==> src/rtl/vc_grant_tracker.sv <==
// rtl/vc_grant_tracker.sv - per-VC grant reservation and credit tracker
// Accepts one-hot grants, holds VCs busy until tail, tracks downstream credits.
module vc_grant_tracker #(
  parameter int NUM_VC  = 4,
  parameter int CREDITS = 4,
  parameter int CNT_W   = 3,
  parameter int IDX_W   = 2
) (
  input  logic              clk,
  input  logic              rst_n,
  input  logic              grant_valid,
  input  logic [NUM_VC-1:0] grant_in,
  output logic [NUM_VC-1:0] vc_avail,
  output logic              sel_valid,
  output logic [IDX_W-1:0]  sel_vc,
  input  logic              flit_sent,
  input  logic [IDX_W-1:0]  flit_vc,
  input  logic              flit_tail,
  input  logic [NUM_VC-1:0] credit_in,
  output logic              err
);

  logic [NUM_VC-1:0] reserved_q, reserved_d;
  logic [CNT_W-1:0]  cred_q [NUM_VC];
  logic [CNT_W-1:0]  cred_d [NUM_VC];
  logic              sel_valid_q, sel_valid_d;
  logic [IDX_W-1:0]  sel_vc_q, sel_vc_d;
  logic              err_q, err_d;

  logic              grant_onehot;
  logic [IDX_W-1:0]  grant_idx;
  logic              accept;
  logic              send_hit, send_res, send_has_cred, send_ok;
  logic              ovf_any;

  always_comb begin
    for (int j = 0; j < NUM_VC; j++) begin
      vc_avail[j] = ~reserved_q[j] & (cred_q[j] != '0);
    end
  end

  assign grant_onehot = (grant_in != '0) &&
                        ((grant_in & (grant_in - NUM_VC'(1))) == '0);

  always_comb begin
    grant_idx = '0;
    for (int j = 0; j < NUM_VC; j++) begin
      if (grant_in[j]) grant_idx = IDX_W'(j);
    end
  end

  assign accept = grant_valid & grant_onehot & ((grant_in & vc_avail) != '0);

  // An out-of-range flit_vc matches no VC, so it falls out as an illegal send.
  always_comb begin
    send_hit      = 1'b0;
    send_res      = 1'b0;
    send_has_cred = 1'b0;
    for (int j = 0; j < NUM_VC; j++) begin
      if (flit_vc == IDX_W'(j)) begin
        send_hit      = 1'b1;
        send_res      = reserved_q[j];
        send_has_cred = (cred_q[j] != '0);
      end
    end
  end

  assign send_ok = flit_sent & send_hit & send_res & send_has_cred;

  always_comb begin
    reserved_d  = reserved_q;
    ovf_any     = 1'b0;
    for (int j = 0; j < NUM_VC; j++) begin
      logic inc, dec;
      dec = send_ok && (flit_vc == IDX_W'(j));
      inc = credit_in[j] && (cred_q[j] != CNT_W'(CREDITS));
      if (credit_in[j] && (cred_q[j] == CNT_W'(CREDITS))) ovf_any = 1'b1;
      cred_d[j] = cred_q[j] + CNT_W'(inc) - CNT_W'(dec);
      if (dec && flit_tail) reserved_d[j] = 1'b0;
      if (accept && grant_in[j]) reserved_d[j] = 1'b1;
    end
    sel_valid_d = accept;
    sel_vc_d    = accept ? grant_idx : sel_vc_q;
    err_d       = (grant_valid & ~accept) | (flit_sent & ~send_ok) | ovf_any;
  end

  always_ff @(posedge clk or negedge rst_n) begin
    if (!rst_n) begin
      reserved_q  <= '0;
      for (int j = 0; j < NUM_VC; j++) cred_q[j] <= CNT_W'(CREDITS);
      sel_valid_q <= 1'b0;
      sel_vc_q    <= '0;
      err_q       <= 1'b0;
    end else begin
      reserved_q  <= reserved_d;
      for (int j = 0; j < NUM_VC; j++) cred_q[j] <= cred_d[j];
      sel_valid_q <= sel_valid_d;
      sel_vc_q    <= sel_vc_d;
      err_q       <= err_d;
    end
  end

  assign sel_valid = sel_valid_q;
  assign sel_vc    = sel_vc_q;
  assign err       = err_q;

endmodule

==> config.mk <==
export PLATFORM = sky130hd
export DESIGN_NAME = vc_grant_tracker
export DESIGN_NICKNAME = d
export VERILOG_FILES = /design/src/rtl/vc_grant_tracker.sv
export SDC_FILE = /design/constraint.sdc
export NUM_CORES = 1
export LEC_CHECK = 0
export CAP_MARGIN = 20
export CORE_UTILIZATION = 55
export DETAILED_ROUTE_END_ITERATION = 8
export PLACE_DENSITY = 0.83
export SETUP_SLACK_MARGIN = 0.3
export SLEW_MARGIN = 20
export SYNTH_ARGS = -nofsm -noshare
export SYNTH_HDL_FRONTEND = slang
export SYNTH_SLANG_ARGS = --single-unit
export TNS_END_PERCENT = 10
==> constraint.sdc <==
create_clock -name clk -period 5.34 [get_ports clk]
set_clock_uncertainty 0.2 [all_clocks]
set_input_delay 0.534 -clock clk [delete_from_list [all_inputs] [get_ports clk]]
set_output_delay 0.534 -clock clk [all_outputs]
set_load 0.01 [all_outputs]
==> results.py, run 1 <==
metrics = {
    "synthesis": {
        "post-synth-top-area-fraction": 0.323,
        "synth-adder-area-share": 0.145,
        "synth_top_family_by_area": "simple AND/OR/NAND/NOR gates",
        "ys_ff_latch": 20,
        "yosysTopAreaCell": "dfrtp_1",
        "synth_edf_count": 0,
        "synth_area_um2": 1240,
        "synth_area_per_cell_um2": 10.1,
        "async_reset_ff_frac": 1.00,
        "synthMuxAreaShare": 0.0162,
        "netlist_instances": 123,
        "ys.flop_type": "dfrtp_1",
        "yosys.area_share.simple": 0.189,
        "yosys_warnings": 0,
        "ys_seq_area_frac": 0.408,
        "synthXorXnorAreaFrac": 0.0636,
        "synthTopCellsByArea": "dfrtp_1 (32%), dfstp_2 (8.5%), ha_1 (8.1%)",
        "synthesis.nets": 150,
        "synth_compound_area_frac": 0.102,
        "yosysUniqueCellTypes": 33,
    },
    "timing": {
        "setup_viol": 0,
        "fmax_ghz": 0.321,
        "tns_ns": 0,
        "timing.final.max_slew_violations": 0,
        "slew_headroom": 0.423,
        "fin_crit_ns": 3.11,
        "finalCritPeriodShare": 0.583,
        "tightest_slew_ns": 0.863,
        "grt_setup_unrepaired": "false",
        "fin_ws_ns": 2.23,
        "hold_violations": 0,
    },
    "die": {
        "die_w_um": 49.5,
        "start_util": 0.607,
        "rows": 16,
        "num_io_pins": 23,
        "die-height_um": 49.5,
        "dieArea_um2": 2450,
        "core_area_um2": 2040,
    },
    "status": {
        "status": "finished, final reports clean",
    },
    "pwr": {
        "total_power_uw": 814,
        "powerDensity_nw_per_um2": 539,
        "intPower_uw": 497,
        "switching_power_uw": 317,
        "clockPowerShare": 0.111,
        "power_leakage_uw": 0.000691,
        "p_comb_frac": 0.473,
        "p_seq_frac": 0.415,
        "swShare": 0.390,
        "ir_drop_v": 0.000387,
    },
    "clock_network": {
        "cts.sinks": 20,
        "postCtsSetupBuffers": 0,
        "clk_latency_ns": 0.30,
        "htreeDepth": 1,
        "holdBufCountCts": 0,
        "cts_tree": "done",
        "clock-root-buffer": "clkbuf_4",
        "path_clk_slew_ns": 0.12,
        "cts.path.max_buffers": 2,
        "ctsResizeCount": 0,
        "numCtsBuffers": 3,
    },
    "critical_path": {
        "cp.arrival_ns": 3.15,
        "worstPathRequired_ns": 5.38,
        "start_kind": "primary input",
        "cp_slowest_cell": "clkdlybuf4s50_1",
        "worstSetupEndpointType": "register",
        "critPathKind": "primary input to register",
        "critPathMaxStageDelay_ns": 0.55,
        "critPathMaxFanout": 9,
        "worstPathCellList": "clkdlybuf4s50_1, o32ai_1, nand2_1, nor2_1, ha_1, inv_1, ha_1, inv_1, fa_1, xnor2_1, xnor2_1",
    },
    "placement": {
        "port_buffers": 22,
        "routabilityCongestion": 0.772,
        "hpwl_um": 1880,
        "place_ws_ns": 1.99,
    },
    "global_routing": {
        "antenna_found_initial": 0,
        "grt_use_total": 0.246,
        "grt_pass1_wl_um": 4420,
        "grt_max_degree": 21,
        "grt.overflow.total": 0,
        "grt_pass1_vias": 967,
    },
    "detailed_routing": {
        "firstDrtPassIters": 4,
        "drtAntennaViolNets": 0,
        "routedWlPerCell_um": 14.6,
        "vias": 958,
        "routed_wl_um": 2530,
        "via_per_inst": 5.54,
        "drc": 0,
        "drtIter0Drc": 11,
    },
    "worst_hold_path": {
        "hold_class": "register to register",
    },
    "cells_and_area": {
        "fin_util": 0.740,
        "syn_to_final_growth_pct": 21.9,
        "n_antenna_cell": 0,
        "final_net_count": 174,
        "drive_above_1_share": 0.0685,
        "fillers": 156,
    },
    "run": {
        "cap_violations": 0,
    },
}
-- cells in the final DEF, fill, tap and decap left out, types with 2 or more instances in the layout --
cell             netlist  routed
fa_1                   4       4
mux2i_1                2       2
ha_1                   8       8
clkdlybuf4s50_1        0      22
nand2b_1               2       2
dfstp_2                4       4
dfrtp_1               16      16
nor3_4                 2       2
nor2_1                13      13
clkbuf_4               0       3
nor4b_1                2       2
nand3_1                2       2
nand4_1                2       2
nor3_1                 2       2
xnor2_1                8       8
nor3b_1                3       3
o32ai_1                3       3
inv_1                 20      20
nand2_1               12      12
a22o_1                 2       2
-- final timing paths --
path / start / slack (ns) / depth (start not counted) / to
min reg2reg: sel_vc[1] / 0.33 / 2 / sel_vc[1]
max in group asynchronous: rst_n / 3.91 / 1 / err
max: flit_vc[0] / 2.23 / 11 / cred_q[2]
min: sel_vc[1] / 0.33 / 2 / sel_vc[1]
min in group asynchronous: rst_n / 0.51 / 1 / cred_q[4]
max reg2reg: cred_q[5] / 2.42 / 11 / cred_q[2]
-- critical path: cells and delay by family --
| kind | cells | cell delay [ns] |
|---|---|---|
| AOI/OAI and AO/OA | 1 | 0.55 |
| and+or+nand+nor | 2 | 0.31 |
| buffers and inverters | 3 | 0.66 |
| xor gates and xnor gates | 2 | 0.32 |
| adders and majority gates | 3 | 0.76 |
-- cells by family after synthesis --
kind of cell / Yosys count
fa+ha+maj: 12
simple gates: 43
buf+inv: 23
compound gates: 14
xor+xnor: 9
flops: 20
mux: 2
-- through the flow --
stage,cells,hold WS (ns),instance area (um2)
2_1_floorplan,123,0.0384,1240
6_report,173,0.330,1510
3_5_place_dp,169,0.313,1470
5_1_grt,173,0.362,1510
3_3_place_gp,169,0.307,1470
4_1_cts,173,0.331,1510
-- power groups by stage --
stage / clock network [uW] / logic [uW] / registers [uW]
CTS: 93.1 / 391 / 337
global placement: 0 / 366 / 334
finish: 90.4 / 385 / 338
detailed placement: 0 / 390 / 337
global route: 98.4 / 434 / 351
floorplan: 0 / 260 / 325
-- Yosys cell counts, types with 2 or more instances --
| master | instances |
|---|---|
| nor3b_1 | 3 |
| dfstp_2 | 4 |
| nand3_1 | 2 |
| nor3_1 | 2 |
| nand2_1 | 12 |
| dfrtp_1 | 16 |
| o32ai_1 | 3 |
| nand2b_1 | 2 |
| a22o_1 | 2 |
| mux2i_1 | 2 |
| fa_1 | 4 |
| nor2_1 | 13 |
| nor3_4 | 2 |
| xnor2_1 | 8 |
| nor4b_1 | 2 |
| ha_1 | 8 |
| nand4_1 | 2 |
| clkbuf_1 | 2 |
| inv_1 | 20 |
-- registers in the layout, indices dropped and copies added (netlist names) --
signal	cells
sel_vc	2
err	1
reserved_q	4
cred_q	12
sel_valid	1
-- metal layers --
layer,GRT usage,wire (um)
met1,0.299,1080
met3,0.0525,101
met4,0.0857,38
met5,0,0
met2,0.432,1310
-- final cells by class --
class / instances / area [um2] / share of cell area
inverter: 20 / 75.1 / 0.0497
multi-input combinational: 80 / 639 / 0.423
tap: 27 / 33.8 / 0.0224
clock buffer: 4 / 36.3 / 0.0240
timing repair buffer: 22 / 220 / 0.146
sequential: 20 / 505 / 0.335
Power figures use the tool's default switching activity.
==> run 2, diff against run 1 <==
--- a/config.mk
+++ b/config.mk
@@ -6,9 +6,9 @@
 export NUM_CORES = 1
 export LEC_CHECK = 0
 export CAP_MARGIN = 20
-export CORE_UTILIZATION = 55
+export CORE_UTILIZATION = 51
 export DETAILED_ROUTE_END_ITERATION = 8
-export PLACE_DENSITY = 0.83
+export PLACE_DENSITY = 0.78
 export SETUP_SLACK_MARGIN = 0.3
 export SLEW_MARGIN = 20
 export SYNTH_ARGS = -nofsm -noshare
==> constraint.sdc (replaced) <==
create_clock -name clk -period 2.9 [get_ports clk]
set_clock_uncertainty 0.2 [all_clocks]
set_input_delay 0.29 -clock clk [delete_from_list [all_inputs] [get_ports clk]]
set_output_delay 0.29 -clock clk [all_outputs]
set_load 0.01 [all_outputs]
==> results.py, run 2 (synthesis results as in run 1) <==
metrics = {
    "die": {
        "rows": 17,
        "die_w_um": 51.3,
        "start_util": 0.549,
        "dieArea_um2": 2630,
        "die-height_um": 51.3,
        "core_area_um2": 2250,
        "num_io_pins": 23,
    },
    "placement": {
        "place_inst": 173,
        "routabilityCongestion": 0.854,
        "port_buffers": 22,
        "place_area_um2": 1500,
        "hpwl_um": 1880,
    },
    "critical_path": {
        "worstPathRequired_ns": 2.95,
        "worstPathCellList": "nor3_4, o32ai_2, nand2_1, nor2_1, ha_1, inv_1, ha_1, inv_1, fa_2, xnor2_2, xnor2_1",
        "cp.arrival_ns": 2.61,
        "critPathMaxStageDelay_ns": 0.58,
        "reg2regPathDepth": 11,
        "cp.buffers_inverters": 2,
        "ff2ff_setup_slack_ns": 0.33,
        "cp_slowest_cell": "dfstp_2",
        "critPathTopFamily": "adder cells",
        "reg2reg_from": "cred_q[5]",
        "critPathKind": "register to register",
        "start_kind": "register",
        "critPathMaxFanout": 3,
        "r2r_end": "cred_q[2]",
        "worstSetupEndpointType": "register",
    },
    "timing": {
        "setup_viol": 0,
        "finalCritPeriodShare": 0.885,
        "tns_ns": 0,
        "tightest_slew_ns": 0.888,
        "fin_crit_ns": 2.57,
        "slew_headroom": 0.406,
        "timing.final.max_slew_violations": 0,
        "grt_setup_unrepaired": "true",
        "fmax_ghz": 0.390,
        "hold_violations": 0,
    },
    "cells_and_area": {
        "final_common_cell": "clkdlybuf4s50_1",
        "syn_to_final_growth_pct": 31.1,
        "final_net_count": 180,
        "n_antenna_cell": 0,
        "final_cell_mix": "clkdlybuf4s50_1 (22), inv_1 (20), dfrtp_1 (15)",
        "largest_reg_flops": 12,
        "final_cell_count_no_fill": 180,
        "fin_util": 0.720,
        "regMostFlops": "cred_q",
        "drive_above_1_share": 0.158,
        "final_cell_area_um2": 1620,
    },
    "detailed_routing": {
        "firstDrtPassIters": 4,
        "routedWlPerCell_um": 14.8,
        "drtIter0Drc": 25,
        "routed_wl_um": 2670,
        "vias": 1013,
        "drc": 0,
        "drtAntennaViolNets": 0,
        "via_per_inst": 5.63,
    },
    "global_routing": {
        "antenna_found_initial": 0,
        "grt.overflow.total": 0,
        "grt_use_total": 0.234,
        "grt_pass1_wl_um": 4350,
        "grt_max_degree": 21,
        "grt_pass1_vias": 995,
    },
    "clock_network": {
        "clk_latency_ns": 0.31,
        "cts.sinks": 20,
        "cts_tree": "done",
        "holdBufCountCts": 0,
        "path_clk_slew_ns": 0.12,
        "numCtsBuffers": 3,
        "cts.path.max_buffers": 2,
        "clock-root-buffer": "clkbuf_4",
        "htreeDepth": 1,
    },
    "pwr": {
        "clockPowerShare": 0.137,
        "intPower_uw": 1060,
        "p_seq_frac": 0.379,
        "p_comb_frac": 0.484,
        "swShare": 0.377,
        "power_leakage_uw": 0.000740,
        "switching_power_uw": 640,
        "powerDensity_nw_per_um2": 1040,
        "total_power_uw": 1700,
        "ir_drop_v": 0.000733,
    },
    "status": {
        "status": "finished, final reports clean",
    },
    "worst_hold_path": {
        "hold_class": "primary input to async pin",
    },
    "run": {
        "cap_violations": 0,
    },
}
-- run 2: cell count changes in the layout (fill, tap and decap cells not counted), moves of 2 or more --
cell,delta
buf_4,+6
fa_1,-2
fa_2,+2
nor3_1,-2
nor3_4,+2
o32ai_1,-2
o32ai_2,+2
-- run 2: metrics by stage --
step,worst slack (ns),hold slack (ns)
6_report,0.335,0.263
5_1_grt,0.189,0.324
4_1_cts,0.341,0.290
3_5_place_dp,0.0513,0.318
3_3_place_gp,0.134,0.307
2_1_floorplan,0.313,-0.206
-- run 2: power groups by stage --
stage | registers [uW] | logic, uW | clock network [uW]
after floorplan | 598 | 479 | 0
after global placement | 610 | 701 | 0
after detailed placement | 617 | 740 | 0
after CTS | 621 | 808 | 236
after global routing | 670 | 909 | 244
final | 643 | 821 | 232
-- run 2: timing repair --
action | in CTS | in global routing
hold endpoints to repair | 0 | 0
setup endpoints to repair | 2 | 4
cloned | 0 | 0
resized for setup | 5 | 5
setup buffers | 3 | 0
pin swaps | 5 | 5
-- run 2: final cells by class --
type                    count  area [um2]
multi-input cells          80         689
fillers                   178         631
clock inverters             1        30.0
repair buffers             28         265
well taps                  28        35.0
inverters                  20        75.1
clock buffers               3        22.5
flip-flops and latches     20         507
-- run 2: how the worst max path moves through the flow --
stage,start,to,slack (ns),cells past startpoint
2_1_floorplan,cred_q[5],cred_q[2],0.31,11
3_3_place_gp,flit_vc[0],cred_q[2],0.13,11
6_report,cred_q[5],cred_q[2],0.33,11
3_5_place_dp,flit_vc[0],cred_q[8],0.05,10
4_1_cts,cred_q[5],cred_q[5],0.34,11
5_1_grt,cred_q[5],cred_q[2],0.19,11
-- run 2: per-layer routing --
| metal | global-route usage | wire length (um) |
|---|---|---|
| met1 | 0.253 | 1110 |
| met2 | 0.417 | 1360 |
| met5 | 0 | 0 |
| met4 | 0.135 | 70 |
| met3 | 0.0506 | 126 |
